`config.mk`:
```
export PLATFORM = sky130hd
export DESIGN_NAME = counter_display_ctrl
export DESIGN_NICKNAME = d
export VERILOG_FILES = /design/src/rtl/counter_display_ctrl_pkg.sv /design/src/rtl/counter_display_ctrl_bcd_digit.sv /design/src/rtl/counter_display_ctrl.sv
export SDC_FILE = /design/constraint.sdc
export NUM_CORES = 1
export LEC_CHECK = 0
export CAP_MARGIN = 5
export CORE_ASPECT_RATIO = 0.9
export CORE_MARGIN = 2
export CORE_UTILIZATION = 51
export DETAILED_ROUTE_END_ITERATION = 6
export GPL_ROUTABILITY_DRIVEN = 0
export GPL_TIMING_DRIVEN = 0
export PLACE_DENSITY = 0.85
export SETUP_SLACK_MARGIN = 0.4
export SKIP_CTS_REPAIR_TIMING = 1
export SYNTH_ARGS = -nofsm -noshare
export SYNTH_HDL_FRONTEND = slang
export SYNTH_SLANG_ARGS = --single-unit
```
`constraint.sdc`:
```
create_clock -name sysclock -period 1.8 [get_ports sysclock]
set_input_delay 0.36 -clock sysclock [delete_from_list [all_inputs] [get_ports sysclock]]
set_output_delay 0.36 -clock sysclock [all_outputs]
set_load 0.05 [all_outputs]
```
`src/rtl/counter_display_ctrl_pkg.sv`:
```
`default_nettype none
// ============================================================================
//  Module      : counter_display_ctrl_pkg
//  Description : Shared constants and types for the 4-digit BCD counter and
//                its multiplexed seven-segment display controller.
//  Revision    : 1.0  initial release
// ============================================================================
package counter_display_ctrl_pkg;

    localparam logic [3:0] BCD_MAX    = 4'd9;
    localparam int         NUM_DIGITS = 4;
    localparam int         IDX_W      = $clog2(NUM_DIGITS);

    // All anodes are active-low, so "all off" is every bit high.
    localparam logic [NUM_DIGITS-1:0] ANODE_OFF = 4'b1111;

    // Scan slot phases: dead time first, then the lit window.
    typedef enum logic [0:0] {
        SCAN_DEAD = 1'b0,
        SCAN_ON   = 1'b1
    } scan_state_t;

endpackage : counter_display_ctrl_pkg
`default_nettype wire

```
`src/rtl/counter_display_ctrl_bcd_digit.sv`:
```
`default_nettype none
// ============================================================================
//  Module      : counter_display_ctrl_bcd_digit
//  Description : One BCD decade (0-9) with increment/decrement enables and
//                combinational carry/borrow outputs for chaining decades.
//  Revision    : 1.0  initial release
// ============================================================================
module counter_display_ctrl_bcd_digit
    import counter_display_ctrl_pkg::*;
(
    input  logic       sysclock,
    input  logic       reset,
    input  logic       inc,
    input  logic       dec,
    input  logic       clr,
    input  logic       cin,
    input  logic       bin,
    output logic [3:0] value,
    output logic       cout,
    output logic       bout
);

    logic [3:0] r_value;

    // Decade register: clear wins, then step when this decade is enabled.
    always_ff @(posedge sysclock or negedge reset) begin
        if (!reset) begin
            r_value <= 4'd0;
        end else if (clr) begin
            r_value <= 4'd0;
        end else if (inc && cin) begin
            r_value <= (r_value == BCD_MAX) ? 4'd0 : r_value + 4'd1;
        end else if (dec && bin) begin
            r_value <= (r_value == 4'd0) ? BCD_MAX : r_value - 4'd1;
        end
    end

    // Carry/borrow propagate in the same cycle so the whole chain steps on one edge.
    assign cout  = inc & cin & (r_value == BCD_MAX);
    assign bout  = dec & bin & (r_value == 4'd0);
    assign value = r_value;

endmodule : counter_display_ctrl_bcd_digit
`default_nettype wire

```
`src/rtl/counter_display_ctrl.sv`:
```
`default_nettype none
// ============================================================================
//  Module      : counter_display_ctrl
//  Description : Up/down 4-digit BCD counter driven by button levels, with a
//                time-multiplexed display scan (dead time, leading-zero
//                blanking) sharing one seven-segment decoder.
//  Revision    : 1.0  initial release
// ============================================================================
module counter_display_ctrl
    import counter_display_ctrl_pkg::*;
#(
    parameter int SCAN_DIV = 50000,
    parameter int DEAD     = 2,
    parameter int LZB      = 1
) (
    input  logic                      sysclock,
    input  logic                      reset,
    input  logic                      up_lvl,
    input  logic                      down_lvl,
    input  logic                      clear,
    output logic [4*NUM_DIGITS-1:0]   count,
    output logic [3:0]                digit_sel,
    output logic [NUM_DIGITS-1:0]     anode,
    output logic                      wrap_up,
    output logic                      wrap_dn
);

    localparam int PW = (SCAN_DIV > 1) ? $clog2(SCAN_DIV) : 1;
    localparam logic [PW-1:0]         c_presc_last = PW'(SCAN_DIV - 1);
    localparam logic [PW-1:0]         c_dead_last  = PW'(DEAD - 1);
    localparam logic [NUM_DIGITS-1:0] c_anode_lsb  = NUM_DIGITS'(1);

    logic                  r_up_q;
    logic                  r_dn_q;
    logic                  w_up_rise;
    logic                  w_dn_rise;
    logic                  w_inc;
    logic                  w_dec;

    logic [3:0]            w_digits [NUM_DIGITS];
    logic [NUM_DIGITS-1:0] w_cin;
    logic [NUM_DIGITS-1:0] w_bin;
    logic [NUM_DIGITS-1:0] w_cout;
    logic [NUM_DIGITS-1:0] w_bout;
    logic [NUM_DIGITS-1:0] w_blank;

    logic                  r_wrap_up;
    logic                  r_wrap_dn;

    scan_state_t           r_state;
    scan_state_t           w_state_next;
    logic [PW-1:0]         r_presc;
    logic [PW-1:0]         w_presc_next;
    logic [IDX_W-1:0]      r_idx;
    logic [IDX_W-1:0]      w_idx_next;
    logic [3:0]            r_digit_sel;

    // Remember last cycle's button levels so only a low-to-high step counts.
    always_ff @(posedge sysclock or negedge reset) begin
        if (!reset) begin
            r_up_q <= 1'b0;
            r_dn_q <= 1'b0;
        end else begin
            r_up_q <= up_lvl;
            r_dn_q <= down_lvl;
        end
    end

    assign w_up_rise = up_lvl & ~r_up_q;
    assign w_dn_rise = down_lvl & ~r_dn_q;

    // Clear beats any rise; simultaneous up and down rises cancel each other.
    assign w_inc = ~clear & w_up_rise & ~w_dn_rise;
    assign w_dec = ~clear & w_dn_rise & ~w_up_rise;

    // The least significant decade always steps; higher ones follow the chain.
    assign w_cin = {w_cout[NUM_DIGITS-2:0], 1'b1};
    assign w_bin = {w_bout[NUM_DIGITS-2:0], 1'b1};

    for (genvar k = 0; k < NUM_DIGITS; k++) begin : g_digit
        counter_display_ctrl_bcd_digit u_digit (
            .sysclock (sysclock),
            .reset    (reset),
            .inc      (w_inc),
            .dec      (w_dec),
            .clr      (clear),
            .cin      (w_cin[k]),
            .bin      (w_bin[k]),
            .value    (w_digits[k]),
            .cout     (w_cout[k]),
            .bout     (w_bout[k])
        );
        assign count[4*k +: 4] = w_digits[k];
    end

    // Wrap pulses line up with the cycle in which the wrapped count appears.
    always_ff @(posedge sysclock or negedge reset) begin
        if (!reset) begin
            r_wrap_up <= 1'b0;
            r_wrap_dn <= 1'b0;
        end else begin
            r_wrap_up <= w_cout[NUM_DIGITS-1];
            r_wrap_dn <= w_bout[NUM_DIGITS-1];
        end
    end

    assign wrap_up = r_wrap_up;
    assign wrap_dn = r_wrap_dn;

    // Leading-zero blanking: a digit is dark when it and all higher digits are zero.
    always_comb begin
        logic seen_nz;
        w_blank = '0;
        seen_nz = 1'b0;
        for (int k = NUM_DIGITS - 1; k >= 1; k--) begin
            seen_nz    = seen_nz | (w_digits[k] != 4'd0);
            w_blank[k] = (LZB != 0) && !seen_nz;
        end
    end

    // Scan state, prescaler and digit index registers.
    always_ff @(posedge sysclock or negedge reset) begin
        if (!reset) begin
            r_state <= SCAN_DEAD;
            r_presc <= '0;
            r_idx   <= '0;
        end else begin
            r_state <= w_state_next;
            r_presc <= w_presc_next;
            r_idx   <= w_idx_next;
        end
    end

    // Slot sequencing and anode drive; index advances only when entering dead time.
    always_comb begin
        w_state_next = r_state;
        w_presc_next = (r_presc == c_presc_last) ? '0 : r_presc + PW'(1);
        w_idx_next   = r_idx;
        anode        = ANODE_OFF;
        case (r_state)
            SCAN_DEAD: begin
                if (r_presc == c_dead_last) begin
                    w_state_next = SCAN_ON;
                end
            end
            SCAN_ON: begin
                if (!w_blank[r_idx]) begin
                    anode = ~(c_anode_lsb << r_idx);
                end
                if (r_presc == c_presc_last) begin
                    w_state_next = SCAN_DEAD;
                    w_idx_next   = r_idx + IDX_W'(1);
                end
            end
            default: begin
                w_state_next = SCAN_DEAD;
            end
        endcase
    end

    // Decoder input tracks the upcoming index so it switches on entry to dead time.
    always_ff @(posedge sysclock or negedge reset) begin
        if (!reset) begin
            r_digit_sel <= 4'd0;
        end else begin
            r_digit_sel <= w_digits[w_idx_next];
        end
    end

    assign digit_sel = r_digit_sel;

endmodule : counter_display_ctrl
`default_nettype wire

```
======== Yosys cells after proc, flatten, opt, wreduce, memory -nomap -nowiden ========
Cells that the tools add are included.
cells by class
  add/sub/neg operators ................... 10
  multiply operators ...................... 0
  divide/modulo/power cells ............... 0
  $lt $le $gt $ge ......................... 2
  eq/ne operators ......................... 6
  shifts and indexed selects .............. 1
  multiplexer cells ....................... 33
  bitwise gates (word level) .............. 30
  reduce and logical (&&, ||, !) cells .... 20
operators by type and width
  operator                 count
  $mux W4                  24
  $and A1 B1 Y1            20
  $add A16 B1 Y16 const B  1
  $add A4 B1 Y4 const B    4
  $eq A16 B1 Y1 const B    1
  $eq A16 B16 Y1 const B   1
  $eq A4 B4 Y1 const B     4
  $logic_not A4 Y1         4
  $mux W16                 1
  $sub A4 B1 Y4 const B    4
  $reduce_bool A3 Y1       4
  $reduce_bool A4 Y1       3
  $bmux W4 S2              1
  $logic_and A1 B1 Y1      6
  $not A1 Y1               6
  $mux W2                  2
  $not A4 Y4               1
  $shl A1 B2 Y4 const A    1
  $ge A3 B3 Y1 const B     1
  $logic_not A1 Y1         3
  $lt A2 B3 Y1 const B     1
  $mux W1                  3
  $not A2 Y3               1
  $add A2 B1 Y2 const B    1
  3 further kinds          4
storage, ports and cells
  bits in registers ....................... 43
  latch bits .............................. 0
  memory bits (writable) .................. 0
  memory bits (read-only) ................. 0
  memories kept ........................... 0

======== Longest topological paths before layout ========
  word-level depth ........................ 13
  mapped depth ............................ 8

======== Modules after synthesis ========
A second synthesis with hierarchy kept.
second synthesis, totals
  cell total of the unflattened synthesis .. 337
  area total of the unflattened synthesis .. 2,996.6 um^2
modules (own cells, without submodules)
  module                          times used  cells each  area each (um^2)  seq. area each (um^2)
  counter_display_ctrl            1           169         1,585.3           675.6
  counter_display_ctrl_bcd_digit  4           42          352.8             100.1

======== Worst setup path after synthesis ========
Ideal clock, no wire load.
  path kind ............................... reg-to-output
  start point ............................. register g_digit[2].u_digit.r_value[2]
  end point ............................... output anode[1]
  arrival ................................. 1.872 ns
  setup slack ............................. -0.432 ns
  stages on the path, launching flop included .. 7
  buffers on the path ..................... 1
  cells stage by stage .................... dfrtp_1 > buf_2 > nor4_1 > nand2_1 > o21ai_0 > a31oi_1 > nand2_1
between the ends
  word-level cells in the longest chain between the ends .. 8
  elaborated cells between the ends (all ways) .. 9
RTL lines
  item                             RTL line                              source
  start: declaration               counter_display_ctrl_bcd_digit.sv:23  logic [3:0] r_value;
  start signal: assignment         counter_display_ctrl_bcd_digit.sv:32  r_value <= (r_value == BCD_MAX) ? 4'd0 : r_value + 4'd1;
  start signal: assignment         counter_display_ctrl_bcd_digit.sv:34  r_value <= (r_value == 4'd0) ? BCD_MAX : r_value - 4'd1;
  $reduce_bool A4 Y1 *             counter_display_ctrl.sv:116           seen_nz = seen_nz | (w_digits[k] != 4'd0);
  $or A1 B1 Y1 *                   counter_display_ctrl.sv:116
  $or A1 B1 Y1                     counter_display_ctrl.sv:116
  $logic_not A1 Y1                 counter_display_ctrl.sv:117           w_blank[k] = (LZB != 0) && !seen_nz;
  $bmux W1 S2 *                    counter_display_ctrl.sv:147           if (!w_blank[r_idx]) begin
  $mux W1 (implied by the code) *  counter_display_ctrl.sv:147
  $mux W4 *                        counter_display_ctrl.sv:147
  $mux W4 *                        counter_display_ctrl.sv:140           case (r_state)
  end: declaration                 counter_display_ctrl.sv:23            output logic [NUM_DIGITS-1:0] anode,
Mark *: on every way between the ends. The rest lies on a longest branch, timed or not. The select of a mux whose other input is x is not followed.

======== Worst setup path in the final report ========
  start point ............................. register g_digit[1].u_digit.r_value[1]
  end point ............................... output anode[2]
between the ends
  word-level cells in the longest chain between the ends .. 7
RTL lines
  item                           RTL line
  start: declaration             counter_display_ctrl_bcd_digit.sv:23
  start signal: assignment       counter_display_ctrl_bcd_digit.sv:32
  start signal: assignment       counter_display_ctrl_bcd_digit.sv:34
  $reduce_bool A4 Y1             counter_display_ctrl.sv:116
  $or A1 B1 Y1                   counter_display_ctrl.sv:116
  $logic_not A1 Y1               counter_display_ctrl.sv:117
  $bmux W1 S2                    counter_display_ctrl.sv:147
  $mux W1 (implied by the code)  counter_display_ctrl.sv:147
  $mux W4                        counter_display_ctrl.sv:147
  $mux W4                        counter_display_ctrl.sv:140
No other way between the ends. The select of a mux whose other input is x is not followed.

==> results.sh <==
export IMPL_status="finished with violations"
export IMPL_failed_checks="negative hold slack, negative setup slack"
export IMPL_hold_violations=4
export IMPL_cp_end_kind="output port"
export IMPL_ant_nets=0
export IMPL_globalRoute_totalOverflow=0
export IMPL_port_buffers=29
export IMPL_critPathKind="reg -> out"
export IMPL_place_detailed_hpwl_um=4730
export IMPL_clk_pin_slew_ps=90
export IMPL_power_density_nw_per_um2=674
export IMPL_finalSetupViolations=31
export IMPL_placed_cell_area_um2=3410
export IMPL_yosys_warnings=0
export IMPL_synth_compound_area_share_pct=14.2
export IMPL_p_int_w=0.00173
export IMPL_synthFlopType="dfrtp_1"
export IMPL_wl_um=9730
export IMPL_p_leak_nw=1.77
export IMPL_yosys_area_share_adder_pct=2.70
export IMPL_clk_latency_ps=300
export IMPL_drc=0
export IMPL_cts_made_buffers=5
export IMPL_cp_max_fo=4
export IMPL_synth_cell_types=54
export IMPL_areaGrowthSynthToFinish_pct=52.6
export IMPL_drv_slew=0
export IMPL_antenna_cells=0
export IMPL_die_width_um=81.9
export IMPL_fp_row_count=25
export IMPL_clock_path_buffers=2
export IMPL_max_vdd_ir_drop_mv=0.620
export IMPL_synth_seq_area_share_pct=38.6
export IMPL_rsz0062_at_grt="yes"
export IMPL_switching_share_pct=39.7
export IMPL_finClkSkew_ps=8.57
export IMPL_core_um2=5260
export IMPL_avgSynthCellArea_um2=8.79
export IMPL_max_freq_mhz=419
export IMPL_syn_num_nets=328
export IMPL_crit_required_ps=1440
export IMPL_place_ws_ps=-897
export IMPL_grtUsageTotal_pct=22.6
export IMPL_synth_edf_count=0
export IMPL_muxShareOfSynthArea_pct=4.40
export IMPL_die_height_um=74.1
export IMPL_maxCapViolations=0
export IMPL_first_pass_iters=5
export IMPL_grt_max_degree=26
export IMPL_final_area_um2=4250
export IMPL_fin_crit_ps=2380
export IMPL_multi_input_area_um2=2100
export IMPL_synthArstFlopShare_pct=100
export IMPL_fin_ws_ps=-584
export IMPL_die_area_um2=6070
export IMPL_vias=2981
export IMPL_pwr_share_comb_pct=37.5
export IMPL_fillers=271
export IMPL_syn_inst=317
export IMPL_slew_headroom_pct=57.7
export IMPL_synth_xor_area_share_pct=7.86
export IMPL_drive_gt1_share_pct=51.0
export IMPL_yosys_area_share_simple_pct=27.0
export IMPL_nets=408
export IMPL_cts_sinks=43
export IMPL_root_buffer="clkbuf_8"
export IMPL_tritoncts="yes"
export IMPL_routed_via_density=6.41
export IMPL_clkPwrFrac_pct=23.6
export IMPL_worst_pin_slew_ps=634
export IMPL_grt_pass1_vias=2342
export IMPL_initial_core_util_pct=53.0
export IMPL_io_pins=31
export IMPL_p_sw_w=0.00114
export IMPL_cp_start_kind="flop"
export IMPL_htree_num_levels=2
export IMPL_ys_ff_latch=43
export IMPL_seq_area_um2=1100
export IMPL_sequentialPowerShare_pct=38.8
export IMPL_min_path_type="in -> async"
export IMPL_cp_arrival_ps=2020
export IMPL_holdWs_ps=-9.43
export IMPL_grt_pass1_wl_um=10700
export IMPL_synth_top_family_by_area="simple AND/OR/NAND/NOR gates"
export IMPL_fin_crit_sh_pct=132
export IMPL_synth_area_um2=2790
export IMPL_antenna_found_initial=0
export IMPL_first_iter_violations=426
export IMPL_wl_per_cell_um=20.9
## layout by cell type, fill, tap and decap left out, types with 10 or more instances in the layout
cell type	instances
buf_4	30
nand2_1	26
dfrtp_1	26
nor2_1	18
buf_6	17
dfrtp_2	17
clkbuf_2	14
xor2_1	13
nand3_1	12
nor2_2	12
xnor2_1	10
a21oi_1	10
## path summary, 6_finish.rpt
check / depth (start not counted) / slack [ps] / endpoint / from
max: 7 / -580 / anode[2] / g_digit[1].u_digit.value[1]$_DFFE_PN0P_
min: 1 / -9 / r_presc[7]$_DFF_PN0_ / reset
max reg2reg: 6 / -560 / digit_sel[2]$_DFF_PN0_ / r_presc[13]$_DFF_PN0_
min reg2reg: 1 / 500 / r_presc[13]$_DFF_PN0_ / r_presc[13]$_DFF_PN0_
max in group asynchronous: 2 / 1290 / g_digit[1].u_digit.value[2]$_DFFE_PN0P_ / reset
min in group sysclock: 1 / 290 / r_dn_q$_DFF_PN0_ / down_lvl
## logic make-up after synthesis
| group | Yosys count |
|---|---|
| flops | 43 |
| buf+inv | 32 |
| mux | 12 |
| xor+xnor | 25 |
| simple gates | 140 |
| fa+ha+maj | 6 |
| compound gates | 59 |
## registers in the layout, summed over array words and instances (netlist names)
| signal | flops |
|---|---|
| digit_sel | 4 |
| g_digit.u_digit.value | 16 |
| r_dn_q | 1 |
| r_idx | 2 |
| r_presc | 16 |
| r_state | 1 |
| r_up_q | 1 |
| wrap_dn | 1 |
| wrap_up | 1 |
## metal layers
layer / share of wire (%) / track usage, % / up-vias
li1: - / - / 1301
met1: 41 / 31.4 / 1425
met2: 47 / 36.3 / 216
met3: 8.8 / 4.73 / 39
met4: 2.6 / 5.74 / 0
met5: 0 / 0 / -
## synth_stat cells, types with 5 or more instances
cell	count	share of area [%]
mux2i_1	10	3.6
xor2_1	13	4.1
nor2_1	34	4.6
nand2b_1	5	1.1
and3_1	7	1.6
o21ai_0	15	2.7
clkbuf_1	10	1.3
nor3_1	7	1.3
ha_1	6	2.7
a21oi_1	10	1.8
inv_1	12	1.6
xnor2_1	12	3.8
nand3_1	22	4.0
nand2_1	35	4.7
buf_2	6	1.1
a221oi_1	6	1.9
dfrtp_1	43	39
## through the flow
step | utilization (%) | power [W] | cells | setup TNS [ps]
after CTS | 66.8 | 0.00263 | 422 | -9530
after global placement | 64.6 | 0.00195 | 413 | -43000
after detailed placement | 64.9 | 0.00197 | 414 | -10320
final | 80.9 | 0.00286 | 465 | -8020
after floorplan | - | 0.00173 | 317 | -1830
after global routing | 80.9 | 0.00295 | 465 | -9300
## critical path, stage by stage, from the launching register on
cell and delay, ps:
dfrtp_2 440, buf_6 140, nor4_4 360, nand2_2 160, o21ai_4 190, a31oi_4 160, nand2_4 130, buf_8 150
## power groups by stage
stage                     sequential [W]  clock, W  combinational (W)
after global placement           0.00111         0           0.000836
final                            0.00111  0.000678            0.00108
after floorplan                  0.00129         0           0.000435
after detailed placement         0.00111         0           0.000856
after CTS                        0.00110  0.000676           0.000859
after global routing             0.00112  0.000719            0.00112
## area by class of cell
type / count / share of cell area [%]
multi-input cells: 242 / 49.5
flip-flops and latches: 43 / 25.8
repair buffers: 73 / 15.5
plain buffers: 20 / 3.71
well taps: 67 / 1.97
clock buffers: 6 / 1.94
inverters: 12 / 1.21
clock inverters: 2 / 0.383
(Power assumes the default switching activity.)
